===== config.mk =====
export PLATFORM = sky130hd
export DESIGN_NAME = user_core_bus_arb_flat
export DESIGN_NICKNAME = d
export VERILOG_FILES = /design/src/rtl/user_core_bus_pkg.sv /design/src/rtl/user_core_bus_arb_if.sv /design/src/rtl/user_core_id_fifo.sv /design/src/rtl/user_core_bus_arb.sv /design/src/flat_wrapper.sv
export SDC_FILE = /design/constraint.sdc
export NUM_CORES = 1
export LEC_CHECK = 0
export CAP_MARGIN = 5
export CORE_AREA = 3 3 124 126
export CTS_CLUSTER_DIAMETER = 50
export CTS_CLUSTER_SIZE = 24
export DETAILED_ROUTE_END_ITERATION = 10
export DIE_AREA = 0 0 127 129
export PLACE_DENSITY = 0.62
export SETUP_SLACK_MARGIN = 0.5
export SLEW_MARGIN = 20
export SYNTH_ARGS = -nofsm -noshare
export SYNTH_HDL_FRONTEND = slang
export SYNTH_SLANG_ARGS = --single-unit
export TNS_END_PERCENT = 30

===== constraint.sdc =====
create_clock -name clk_i -period 1.8 [get_ports clk_i]
set_clock_uncertainty 0.05 [all_clocks]
set_input_delay 0.18 -clock clk_i [delete_from_list [all_inputs] [get_ports clk_i]]
set_output_delay 0.18 -clock clk_i [all_outputs]
set_load 0.02 [all_outputs]

===== src/rtl/user_core_bus_pkg.sv =====
// Shared types and widths for the user core bus arbiter.
//   req_id_e    : requester identity stored in the ID FIFO
//   arb_state_e : arbiter FSM states
package user_core_bus_pkg;

   localparam int unsigned AddrWidth = 32;
   localparam int unsigned DataWidth = 32;
   localparam int unsigned BeWidth   = 4;

   typedef enum logic {
      REQ_INSTR = 1'b0,
      REQ_DATA  = 1'b1
   } req_id_e;

   typedef enum logic {
      ARB,
      WAIT_GNT
   } arb_state_e;

endpackage


===== src/rtl/user_core_bus_arb_if.sv =====
// req/gnt/rvalid bus bundle used for the instr, data and memory-side ports.
//   master : issues req/we/be/addr/wdata, receives gnt/rvalid/rdata/err
//   slave  : the opposite direction
interface user_core_bus_arb_if;
   import user_core_bus_pkg::*;

   logic                 req;
   logic                 gnt;
   logic                 rvalid;
   logic                 we;
   logic [BeWidth-1:0]   be;
   logic [AddrWidth-1:0] addr;
   logic [DataWidth-1:0] wdata;
   logic [DataWidth-1:0] rdata;
   logic                 err;

   modport master (
      output req, we, be, addr, wdata,
      input  gnt, rvalid, rdata, err
   );

   modport slave (
      input  req, we, be, addr, wdata,
      output gnt, rvalid, rdata, err
   );

endinterface


===== src/rtl/user_core_id_fifo.sv =====
// In-order 1-bit ID FIFO of parameterised depth.
//   clk_i, rst_i : clock, synchronous active-high reset
//   push, din    : write din (accepted when not full, or when popping)
//   pop          : drop the head entry (ignored when empty)
//   full, empty  : occupancy flags
//   head         : oldest stored entry
module user_core_id_fifo #(
   parameter int unsigned Depth = 2
) (
   input  logic clk_i,
   input  logic rst_i,
   input  logic push,
   input  logic pop,
   input  logic din,
   output logic full,
   output logic empty,
   output logic head
);

   localparam int unsigned PtrW = (Depth > 1) ? $clog2(Depth) : 1;
   localparam int unsigned CntW = $clog2(Depth + 1);

   logic [Depth-1:0] mem_q;
   logic [PtrW-1:0]  wr_ptr_q;
   logic [PtrW-1:0]  rd_ptr_q;
   logic [CntW-1:0]  cnt_q;
   logic             push_ok;
   logic             pop_ok;

   function automatic logic [PtrW-1:0] ptr_inc(input logic [PtrW-1:0] p);
      return (p == PtrW'(Depth - 1)) ? '0 : p + 1'b1;
   endfunction

   assign full  = (cnt_q == CntW'(Depth));
   assign empty = (cnt_q == '0);
   assign head  = mem_q[rd_ptr_q];

   // A pop frees the head slot this cycle, so a push into a full FIFO is legal alongside it.
   assign pop_ok  = pop & ~empty;
   assign push_ok = push & (~full | pop_ok);

   always_ff @(posedge clk_i) begin
      if (rst_i) begin
         mem_q    <= '0;
         wr_ptr_q <= '0;
         rd_ptr_q <= '0;
         cnt_q    <= '0;
      end else begin
         if (push_ok) begin
            mem_q[wr_ptr_q] <= din;
            wr_ptr_q        <= ptr_inc(wr_ptr_q);
         end
         if (pop_ok) begin
            rd_ptr_q <= ptr_inc(rd_ptr_q);
         end
         case ({push_ok, pop_ok})
            2'b10:   cnt_q <= cnt_q + 1'b1;
            2'b01:   cnt_q <= cnt_q - 1'b1;
            default: cnt_q <= cnt_q;
         endcase
      end
   end

endmodule


===== src/rtl/user_core_bus_arb.sv =====
// Two-requester arbiter sharing one memory-side req/gnt/rvalid port between
// the instruction and data interfaces of the user core.
//   clk_i, rst_i : clock, synchronous active-high reset
//   instr        : instruction port (read-only), slave side
//   data         : data port, slave side
//   mem          : memory-side request/response, master side
//   proto_err_o  : sticky, set by an rvalid with nothing outstanding
module user_core_bus_arb
   import user_core_bus_pkg::*;
#(
   parameter int unsigned MaxOutstanding = 2,
   parameter int unsigned StarveLimit    = 8
) (
   input  logic                 clk_i,
   input  logic                 rst_i,
   user_core_bus_arb_if.slave   instr,
   user_core_bus_arb_if.slave   data,
   user_core_bus_arb_if.master  mem,
   output logic                 proto_err_o
);

   localparam logic [7:0] StarveMax = 8'(StarveLimit);

   arb_state_e state_q, state_d;
   req_id_e    sel, sel_q;
   logic [7:0] starve_cnt_q;
   logic       proto_err_q;
   logic       m_req;
   logic       grant;
   logic       fifo_full;
   logic       fifo_empty;
   logic       fifo_head;
   logic       resp_ok;
   req_id_e    resp_id;

   // Selection, request eligibility and next state.
   always_comb begin
      state_d = state_q;
      sel     = sel_q;
      m_req   = 1'b0;
      if (state_q == WAIT_GNT) begin
         // Locked: the pending request stays on the bus unchanged until granted.
         sel   = sel_q;
         m_req = 1'b1;
         if (mem.gnt) begin
            state_d = ARB;
         end
      end else begin
         sel   = (!data.req || (starve_cnt_q >= StarveMax)) ? REQ_INSTR : REQ_DATA;
         m_req = (instr.req | data.req) & ~fifo_full;
         if (m_req && !mem.gnt) begin
            state_d = WAIT_GNT;
         end
      end
   end

   assign grant = mem.gnt & m_req;

   assign mem.req   = m_req;
   assign mem.we    = (sel == REQ_DATA) ? data.we    : 1'b0;
   assign mem.be    = (sel == REQ_DATA) ? data.be    : '1;
   assign mem.addr  = (sel == REQ_DATA) ? data.addr  : instr.addr;
   assign mem.wdata = (sel == REQ_DATA) ? data.wdata : '0;

   assign instr.gnt = grant & (sel == REQ_INSTR);
   assign data.gnt  = grant & (sel == REQ_DATA);

   // Response routing by the ID of the oldest outstanding grant.
   assign resp_ok = mem.rvalid & ~fifo_empty;
   assign resp_id = req_id_e'(fifo_head);

   assign instr.rvalid = resp_ok & (resp_id == REQ_INSTR);
   assign data.rvalid  = resp_ok & (resp_id == REQ_DATA);
   assign instr.rdata  = instr.rvalid ? mem.rdata : '0;
   assign data.rdata   = data.rvalid  ? mem.rdata : '0;
   assign instr.err    = instr.rvalid & mem.err;
   assign data.err     = data.rvalid  & mem.err;

   assign proto_err_o = proto_err_q;

   user_core_id_fifo #(
      .Depth (MaxOutstanding)
   ) u_id_fifo (
      .clk_i (clk_i),
      .rst_i (rst_i),
      .push  (grant),
      .pop   (mem.rvalid),
      .din   (sel),
      .full  (fifo_full),
      .empty (fifo_empty),
      .head  (fifo_head)
   );

   always_ff @(posedge clk_i) begin
      if (rst_i) begin
         state_q <= ARB;
         sel_q   <= REQ_INSTR;
      end else begin
         state_q <= state_d;
         if (state_q == ARB && state_d == WAIT_GNT) begin
            sel_q <= sel;
         end
      end
   end

   always_ff @(posedge clk_i) begin
      if (rst_i) begin
         starve_cnt_q <= '0;
      end else if (!instr.req || instr.gnt) begin
         starve_cnt_q <= '0;
      end else if (starve_cnt_q < StarveMax) begin
         starve_cnt_q <= starve_cnt_q + 8'd1;
      end
   end

   always_ff @(posedge clk_i) begin
      if (rst_i) begin
         proto_err_q <= 1'b0;
      end else if (mem.rvalid && fifo_empty) begin
         proto_err_q <= 1'b1;
      end
   end

endmodule


===== src/flat_wrapper.sv =====
// flat-port wrapper written by rule: the top's interface ports become plain ports
module user_core_bus_arb_flat import user_core_bus_pkg::*;
#(
   parameter int unsigned MaxOutstanding = 2,
   parameter int unsigned StarveLimit    = 8
)
  (clk_i, rst_i, proto_err_o, instr_req, instr_we, instr_be, instr_addr, instr_wdata, instr_gnt, instr_rvalid, instr_rdata, instr_err, data_req, data_we, data_be, data_addr, data_wdata, data_gnt, data_rvalid, data_rdata, data_err, mem_req, mem_we, mem_be, mem_addr, mem_wdata, mem_gnt, mem_rvalid, mem_rdata, mem_err);
  user_core_bus_arb_if instr_i ();
  user_core_bus_arb_if data_i ();
  user_core_bus_arb_if mem_i ();
  input  logic clk_i;
  input  logic rst_i;
  output logic proto_err_o;
  input wire logic [$bits(instr_i.req)-1:0] instr_req;
  input wire logic [$bits(instr_i.we)-1:0] instr_we;
  input wire logic [$bits(instr_i.be)-1:0] instr_be;
  input wire logic [$bits(instr_i.addr)-1:0] instr_addr;
  input wire logic [$bits(instr_i.wdata)-1:0] instr_wdata;
  output wire logic [$bits(instr_i.gnt)-1:0] instr_gnt;
  output wire logic [$bits(instr_i.rvalid)-1:0] instr_rvalid;
  output wire logic [$bits(instr_i.rdata)-1:0] instr_rdata;
  output wire logic [$bits(instr_i.err)-1:0] instr_err;
  input wire logic [$bits(data_i.req)-1:0] data_req;
  input wire logic [$bits(data_i.we)-1:0] data_we;
  input wire logic [$bits(data_i.be)-1:0] data_be;
  input wire logic [$bits(data_i.addr)-1:0] data_addr;
  input wire logic [$bits(data_i.wdata)-1:0] data_wdata;
  output wire logic [$bits(data_i.gnt)-1:0] data_gnt;
  output wire logic [$bits(data_i.rvalid)-1:0] data_rvalid;
  output wire logic [$bits(data_i.rdata)-1:0] data_rdata;
  output wire logic [$bits(data_i.err)-1:0] data_err;
  output wire logic [$bits(mem_i.req)-1:0] mem_req;
  output wire logic [$bits(mem_i.we)-1:0] mem_we;
  output wire logic [$bits(mem_i.be)-1:0] mem_be;
  output wire logic [$bits(mem_i.addr)-1:0] mem_addr;
  output wire logic [$bits(mem_i.wdata)-1:0] mem_wdata;
  input wire logic [$bits(mem_i.gnt)-1:0] mem_gnt;
  input wire logic [$bits(mem_i.rvalid)-1:0] mem_rvalid;
  input wire logic [$bits(mem_i.rdata)-1:0] mem_rdata;
  input wire logic [$bits(mem_i.err)-1:0] mem_err;
  assign instr_i.req = instr_req;
  assign instr_i.we = instr_we;
  assign instr_i.be = instr_be;
  assign instr_i.addr = instr_addr;
  assign instr_i.wdata = instr_wdata;
  assign instr_gnt = instr_i.gnt;
  assign instr_rvalid = instr_i.rvalid;
  assign instr_rdata = instr_i.rdata;
  assign instr_err = instr_i.err;
  assign data_i.req = data_req;
  assign data_i.we = data_we;
  assign data_i.be = data_be;
  assign data_i.addr = data_addr;
  assign data_i.wdata = data_wdata;
  assign data_gnt = data_i.gnt;
  assign data_rvalid = data_i.rvalid;
  assign data_rdata = data_i.rdata;
  assign data_err = data_i.err;
  assign mem_req = mem_i.req;
  assign mem_we = mem_i.we;
  assign mem_be = mem_i.be;
  assign mem_addr = mem_i.addr;
  assign mem_wdata = mem_i.wdata;
  assign mem_i.gnt = mem_gnt;
  assign mem_i.rvalid = mem_rvalid;
  assign mem_i.rdata = mem_rdata;
  assign mem_i.err = mem_err;
  user_core_bus_arb #(.MaxOutstanding(MaxOutstanding), .StarveLimit(StarveLimit)) u_core (.clk_i(clk_i), .rst_i(rst_i), .instr(instr_i), .data(data_i), .mem(mem_i), .proto_err_o(proto_err_o));
endmodule

==> flow_metrics.env, run 1 <==
export IMPL_status="complete, but fails checks"
export IMPL_violations_in_the_final_reports="setup timing"
export IMPL_cts_hold_repair_buffers=0
export IMPL_drt_first_iter_violations=77
export IMPL_cts_reportedPaths_clkPinSlew_ps=50
export IMPL_power_mw=3.99
export IMPL_fin_util=0.437
export IMPL_congestion_overflow_gr=0
export IMPL_x_dimension_of_the_die_um=127
export IMPL_path_class="flip-flop to primary output"
export IMPL_setup_worst_path_start="u_core.starve_cnt_q[6]"
export IMPL_regToRegStartpoint="u_core.u_id_fifo.cnt_q[1]"
export IMPL_io_pin_count=318
export IMPL_max_cap_violations=0
export IMPL_power_ir_vdd_worst_uv=333
export IMPL_cts_root_buffer_cell="clkbuf_16"
export IMPL_wl_um=12700
export IMPL_r2r_setup_slk_ps=10
export IMPL_antenna_violations_before_repair=1
export IMPL_cts_max_level=1
export IMPL_finalNetCount=796
export IMPL_die_area_mm2=0.0164
export IMPL_post_route_drc_count=0
export IMPL_max_clock_path_buffers=2
export IMPL_dr_max_layer_used="met4"
export IMPL_worst_endpoint_arrival_ps=1730
export IMPL_cts_buffers_inserted=3
export IMPL_finalHoldViolations=0
export IMPL_netlist_area_leader_share=0.346
export IMPL_synth_top_cells_by_count="and2_1 (104), nand2_1 (97), dfxtp_1 (17), nor2_1 (15), clkbuf_1 (9)"
export IMPL_yosysSeqAreaShare=0.181
export IMPL_clock_fmax_mhz=511
export IMPL_placedInstanceArea_mm2=0.00560
export IMPL_holdCritStartpoint="mem_rvalid"
export IMPL_ys_top_cells_by_area="and2_1 (35%), nand2_1 (19%), dfxtp_1 (18%)"
export IMPL_holdPathStages=3
export IMPL_flops_latches_synth=17
export IMPL_cts_tree="built"
export IMPL_final_critical_path_share_of_the_clock_period=1.09
export IMPL_postSynthCellCount=303
export IMPL_min_period_ps=1960
export IMPL_clk_insertion_delay_late_ps=250
export IMPL_sink_count=17
export IMPL_drt_vias_per_instance=4.02
export IMPL_post_dp_hpwl_um=9870
export IMPL_most_used_flip_flop_cell_after_synthesis="dfxtp_1"
export IMPL_clock_power_share=0.112
export IMPL_initial_core_util=0.130
export IMPL_fin_worst_hold_slack_ps=334
export IMPL_port_buffers=280
export IMPL_synth_most_common_cell="and2_1"
export IMPL_syn_nets=483
export IMPL_min_delay_path_class="input pin to flip-flop"
export IMPL_critPathLaunchType="flip-flop"
export IMPL_rr_worst_depth=9
export IMPL_synth_enable_flop_cells=0
export IMPL_post_route_cell_area_mm2=0.00630
export IMPL_core_mm2=0.0144
export IMPL_vias=3216
export IMPL_p_int_mw=2.41
export IMPL_placement_setup_worst_slack_ps=-645
export IMPL_p_leak_nw=3.01
export IMPL_grt_setup_unrepaired="yes"
export IMPL_min_delay_worst_endpoint="u_core.proto_err_o"
export IMPL_drt_pass1_iterations=4
export IMPL_proportion_of_total_power_due_to_net_switching=0.397
export IMPL_pin_count_of_the_biggest_net_entering_global_routing=35
export IMPL_critical_path_maximum_fanout=9
export IMPL_floorplan_rows=44
export IMPL_syn2layout_area_growth_pct=235
export IMPL_synth_yosys_warnings=0
export IMPL_worst_slew_margin_rel=0.754
export IMPL_post_route_cells_drive_above_1_share=0.589
export IMPL_async_flop_share=0
export IMPL_met2WireLength_um=6880
export IMPL_route_detailed_wl_per_inst_um=15.9
export IMPL_pwr_density_cell_mw_per_mm2=633
export IMPL_p_switching_mw=1.58
export IMPL_setup_slack_ps=-157
export IMPL_syn_avg_cell_area_um2=6.21
export IMPL_maxSlewViolCount=0
export IMPL_globalplace_congestion=0.817
export IMPL_synthesis_area_mm2=0.00188
export IMPL_gate_power_share=0.761
export IMPL_critPathRequiredTime_ps=1570
export IMPL_setup_violations=63
export IMPL_global_route_wire_length_before_repair_um=17900
export IMPL_synth_cell_types=36
export IMPL_routed_wl_met3_um=1130
export IMPL_die_height_um=129
export IMPL_detail_route_wirelength_met1_um=4550
export IMPL_synth_top_cell_by_area="and2_1"
export IMPL_track_usage=0.136
export IMPL_final_antenna_net_count=0
export IMPL_share_seq_of_total_power=0.126
export IMPL_worstMarginPinSlew_ps=368
export IMPL_crit_reg2reg_capture="u_core.u_id_fifo.cnt_q[1]"
export IMPL_crit_path_end_kind="primary output"
export IMPL_first_global_vias=3253
[power groups by stage]
stage	clock (mW)	combinational, mW	sequential [mW]
after CTS	0.463	2.79	0.493
after global placement	0	2.56	0.487
final	0.449	3.04	0.504
after detailed placement	0	2.58	0.492
after global routing	0.484	3.22	0.516
after floorplan	0	1.29	0.494
[logic make-up (layout without fill, tap and decap cells)]
kind of cell,count (synthesis),count (layout),share of synthesized area
xor+xnor,5,5,0.0233
other cells,0,1,0
mux,2,2,0.0113
simple gates,235,235,0.638
compound gates,17,17,0.0692
flops,17,17,0.181
fa+ha+maj,3,3,0.0200
buf+inv,24,336,0.0572
[final cells by class]
cell class              instances  area (µm²)
diodes                          1        2.50
clock buffers                   3        75.1
clock inverters                 1        7.51
fillers                      1389        8120
inverters                       5        21.3
multi-input cells             262        2220
flip-flops and latches         17         359
well taps                     184         230
repair buffers                327        3390
[layer usage]
layer  vias to the layer above  GRT usage
li1                       1569          -
met1                      1462      0.153
met2                       177      0.266
met3                         8     0.0291
met4                         0     0.0221
met5                         -          0
[worst max-delay path, stage by stage (launching register included)]
cell	delay, ps
dfxtp_2	330
nor4b_4	350
a22o_4	230
buf_6	160
buf_16	150
and2_4	150
buf_6	110
[state kept, by name, summed over array words and instances (netlist names)]
register and flops:
u_core.proto_err_o 1, u_core.sel_q 1, u_core.starve_cnt_q 8, u_core.state_q 1, u_core.u_id_fifo.cnt_q 2, u_core.u_id_fifo.mem_q 2, u_core.u_id_fifo.rd_ptr_q 1, u_core.u_id_fifo.wr_ptr_q 1
[how the worst max path moves through the flow]
| stage | endpoint |
|---|---|
| detailed placement | mem_wdata[12] |
| CTS | mem_wdata[22] |
| global route | mem_wdata[8] |
| floorplan | u_core.u_id_fifo.cnt_q[1] |
| finish | mem_wdata[8] |
| global placement | mem_addr[9] |
[stage by stage]
stage | TNS, ps | std cells
3_5_place_dp | -67240 | 775
4_1_cts | -10200 | 792
6_report | -6980 | 800
3_3_place_gp | -63750 | 775
5_1_grt | -13700 | 800
2_1_floorplan | 0 | 303
[layout by cell type (no fill, tap or decap), types with 2 or more instances in the layout]
master           instances
nor2b_1                  2
dfxtp_2                  6
clkdlybuf4s50_1        136
clkbuf_16                5
nand2b_1                 4
dfxtp_4                  3
and2_2                   2
a311oi_2                 2
dlygate4sd2_1            3
buf_4                   49
and2_4                  61
nor2_1                  12
dfxtp_1                  8
buf_6                  105
nand2_2                 15
a41oi_1                  2
nor3_4                   2
buf_16                   7
nand2_1                 19
buf_12                   4
dlymetal6s2s_1           2
xnor2_1                  2
nor2_2                   2
nand2_4                 63
a21oi_1                  5
inv_1                    4
ha_1                     2
buf_2                   18
nand3_1                  2
xor2_1                   3
and2_1                  41
[repair_timing]
item	CTS	global route
gates resized for setup	620	254
pin swaps	6	48
buffers inserted	7	5
endpoints found under the setup margin	155	155
gates cloned	6	2
No activity file was read; power rests on OpenSTA's default activity.
==> inputs of run 2 (changes only) <==
Settings changed: CELL_PAD_IN_SITES_DETAIL_PLACEMENT set to 2, CELL_PAD_IN_SITES_GLOBAL_PLACEMENT set to 2, CORE_AREA 3 3 124 126 to unset, CORE_MARGIN set to 3, CORE_UTILIZATION set to 10, DIE_AREA 0 0 127 129 to unset, PLACE_DENSITY 0.62 to 0.95.
==> run 2 against run 1 <==
  * The flow still finishes with violations (setup timing)
  * Non-clock buffer count shrank 5
  * Maximum frequency decreased by 0.60%
  * Cell count increased by 4.9%
  * Sequential power shrank 2%
  * Power is 5.9% lower
  * Global-route usage shrank 1.9 points
  * Register-to-register slack barely moved
  * Sequential share of layout area is 0.23 points higher
  * Critical endpoint is now mem_addr[23]
==> flow_metrics.env, run 2 (synthesis results as in run 1) <==
export IMPL_final_antenna_net_count=0
export IMPL_p_switching_mw=1.56
export IMPL_cts_tree="built"
export IMPL_cts_root_buffer_cell="clkbuf_16"
export IMPL_setup_violations=68
export IMPL_share_seq_of_total_power=0.131
export IMPL_port_buffers=280
export IMPL_first_global_vias=3611
export IMPL_critPathRequiredTime_ps=1570
export IMPL_p_leak_nw=2.84
export IMPL_antenna_violations_before_repair=0
export IMPL_cts_reportedPaths_clkPinSlew_ps=60
export IMPL_mostFrequentLayoutCells="clkdlybuf4s50_1 (136), and2_1 (74), buf_6 (68), nand2_4 (58), buf_4 (57)"
export IMPL_placement_setup_worst_slack_ps=-592
export IMPL_multi_input_comb_area_mm2=0.00207
export IMPL_proportion_of_total_power_due_to_net_switching=0.414
export IMPL_drt_first_iter_violations=28
export IMPL_max_clock_path_buffers=2
export IMPL_initial_core_util=0.103
export IMPL_x_dimension_of_the_die_um=143
export IMPL_rr_worst_depth=6
export IMPL_grt_setup_unrepaired="yes"
export IMPL_worst_endpoint_arrival_ps=1740
export IMPL_fillers=2066
export IMPL_cpPeakStageDelay_ps=330
export IMPL_congestion_overflow_gr=0
export IMPL_sink_count=17
export IMPL_post_route_drc_count=0
export IMPL_finalNetCount=791
export IMPL_crit_path_end_kind="primary output"
export IMPL_syn2layout_area_growth_pct=214
export IMPL_power_ir_vdd_worst_uv=367
export IMPL_vias=3283
export IMPL_path_class="flip-flop to primary output"
export IMPL_floorplan_rows=49
export IMPL_placedInstanceArea_mm2=0.00569
export IMPL_setup_slack_ps=-169
export IMPL_die_height_um=143
export IMPL_holdPathStages=3
export IMPL_violations_in_the_final_reports="setup timing"
export IMPL_io_pin_count=318
export IMPL_critPathLaunchType="flip-flop"
export IMPL_largest_register_ffs=8
export IMPL_die_area_mm2=0.0205
export IMPL_global_route_wire_length_before_repair_um=19300
export IMPL_reg_largest_list="u_core.starve_cnt_q: 8 flops, u_core.u_id_fifo.cnt_q: 2 flops, u_core.u_id_fifo.mem_q: 2 flops"
export IMPL_final_critical_path_share_of_the_clock_period=1.09
export IMPL_power_mw=3.76
export IMPL_critical_path_buf_inv_count=3
export IMPL_max_cap_violations=0
export IMPL_clock_power_share=0.122
export IMPL_path_depth=7
export IMPL_register_ranked_first_by_flip_flop_count="u_core.starve_cnt_q"
export IMPL_cts_buffers_inserted=3
export IMPL_cts_hold_repair_buffers=0
export IMPL_clk_insertion_delay_late_ps=250
export IMPL_crit_path_top_delay_cell="dfxtp_2"
export IMPL_cts_max_level=1
export IMPL_critical_path_maximum_fanout=23
export IMPL_post_route_cells_drive_above_1_share=0.502
export IMPL_drt_pass1_iterations=4
export IMPL_clock_fmax_mhz=508
export IMPL_min_delay_path_class="input pin to flip-flop"
export IMPL_worst_slew_margin_rel=0.646
export IMPL_antenna_diode_count=0
export IMPL_maxSlewViolCount=0
export IMPL_drt_vias_per_instance=3.91
export IMPL_crit_family="buffers and inverters"
export IMPL_globalplace_congestion=0.755
export IMPL_wl_um=13900
export IMPL_post_dp_hpwl_um=11300
export IMPL_min_period_ps=1970
export IMPL_sequential_cell_area_um2=350
export IMPL_route_detailed_wl_per_inst_um=16.6
export IMPL_pwr_density_cell_mw_per_mm2=635
export IMPL_status="complete, but fails checks"
export IMPL_layout_cells_most_common="clkdlybuf4s50_1"
export IMPL_finalHoldViolations=0
export IMPL_pin_count_of_the_biggest_net_entering_global_routing=35
export IMPL_worstPathCellList="nor4b_4, buf_4, a22oi_2, buf_12, nand2_1, nand2_4, clkdlybuf4s15_2"
export IMPL_gate_power_share=0.747
export IMPL_worstMarginPinSlew_ps=529
export IMPL_track_usage=0.118
export IMPL_core_mm2=0.0182
export IMPL_post_route_cell_area_mm2=0.00591
export IMPL_p_int_mw=2.20
[run 2: tightest hold or removal path: stages]
cell and delay (ps):
dlygate4sd2_1 250, a21oi_1 80, nor2_1 70
[run 2: power groups by stage]
| stage | clock [mW] | combinational (mW) | sequential (mW) |
|---|---|---|---|
| 2_1_floorplan | 0 | 1.29 | 0.494 |
| 3_3_place_gp | 0 | 2.60 | 0.486 |
| 3_5_place_dp | 0 | 2.66 | 0.491 |
| 4_1_cts | 0.471 | 2.63 | 0.493 |
| 5_1_grt | 0.488 | 3.00 | 0.501 |
| 6_report | 0.459 | 2.80 | 0.492 |
[run 2: layout make-up]
| type | instances | area share |
|---|---|---|
| Timing Repair Buffer | 322 | 0.524 |
| Multi-Input combinational cell | 262 | 0.351 |
| Sequential cell | 17 | 0.0593 |
| Tap cell | 229 | 0.0485 |
| Clock buffer | 3 | 0.0127 |
| Inverter | 5 | 0.00360 |
| Clock inverter | 1 | 0.000847 |
[run 2: worst paths after layout]
kind	end	from	slack (ps)
worst max-delay path	mem_addr[23]	u_core.starve_cnt_q[6]	-170
worst max register to register	u_core.u_id_fifo.cnt_q[1]	u_core.u_id_fifo.cnt_q[0]	0
worst min register to register	u_core.proto_err_o	u_core.proto_err_o	420
worst min-delay path	u_core.proto_err_o	mem_rvalid	320
[run 2: through the flow]
step	hold WS (ps)	setup TNS, ps	utilization	instances
4_1_cts	323	-12730	0.318	832
6_report	319	-5790	0.325	839
3_3_place_gp	406	-65630	0.312	822
5_1_grt	342	-11650	0.325	839
2_1_floorplan	271	0	-	303
3_5_place_dp	424	-69620	0.312	822
[run 2: repair_timing]
action | CTS | global route
pin swaps | 2 | 21
gates cloned | 2 | 1
endpoints found under the setup margin | 155 | 155
setup buffers | 4 | 6
gates resized for setup | 454 | 268
[run 2: routing by layer]
metal	track usage	wire, µm
met1	0.124	4700
met2	0.237	7700
met3	0.0295	1390
met4	0.0165	106
met5	0	0
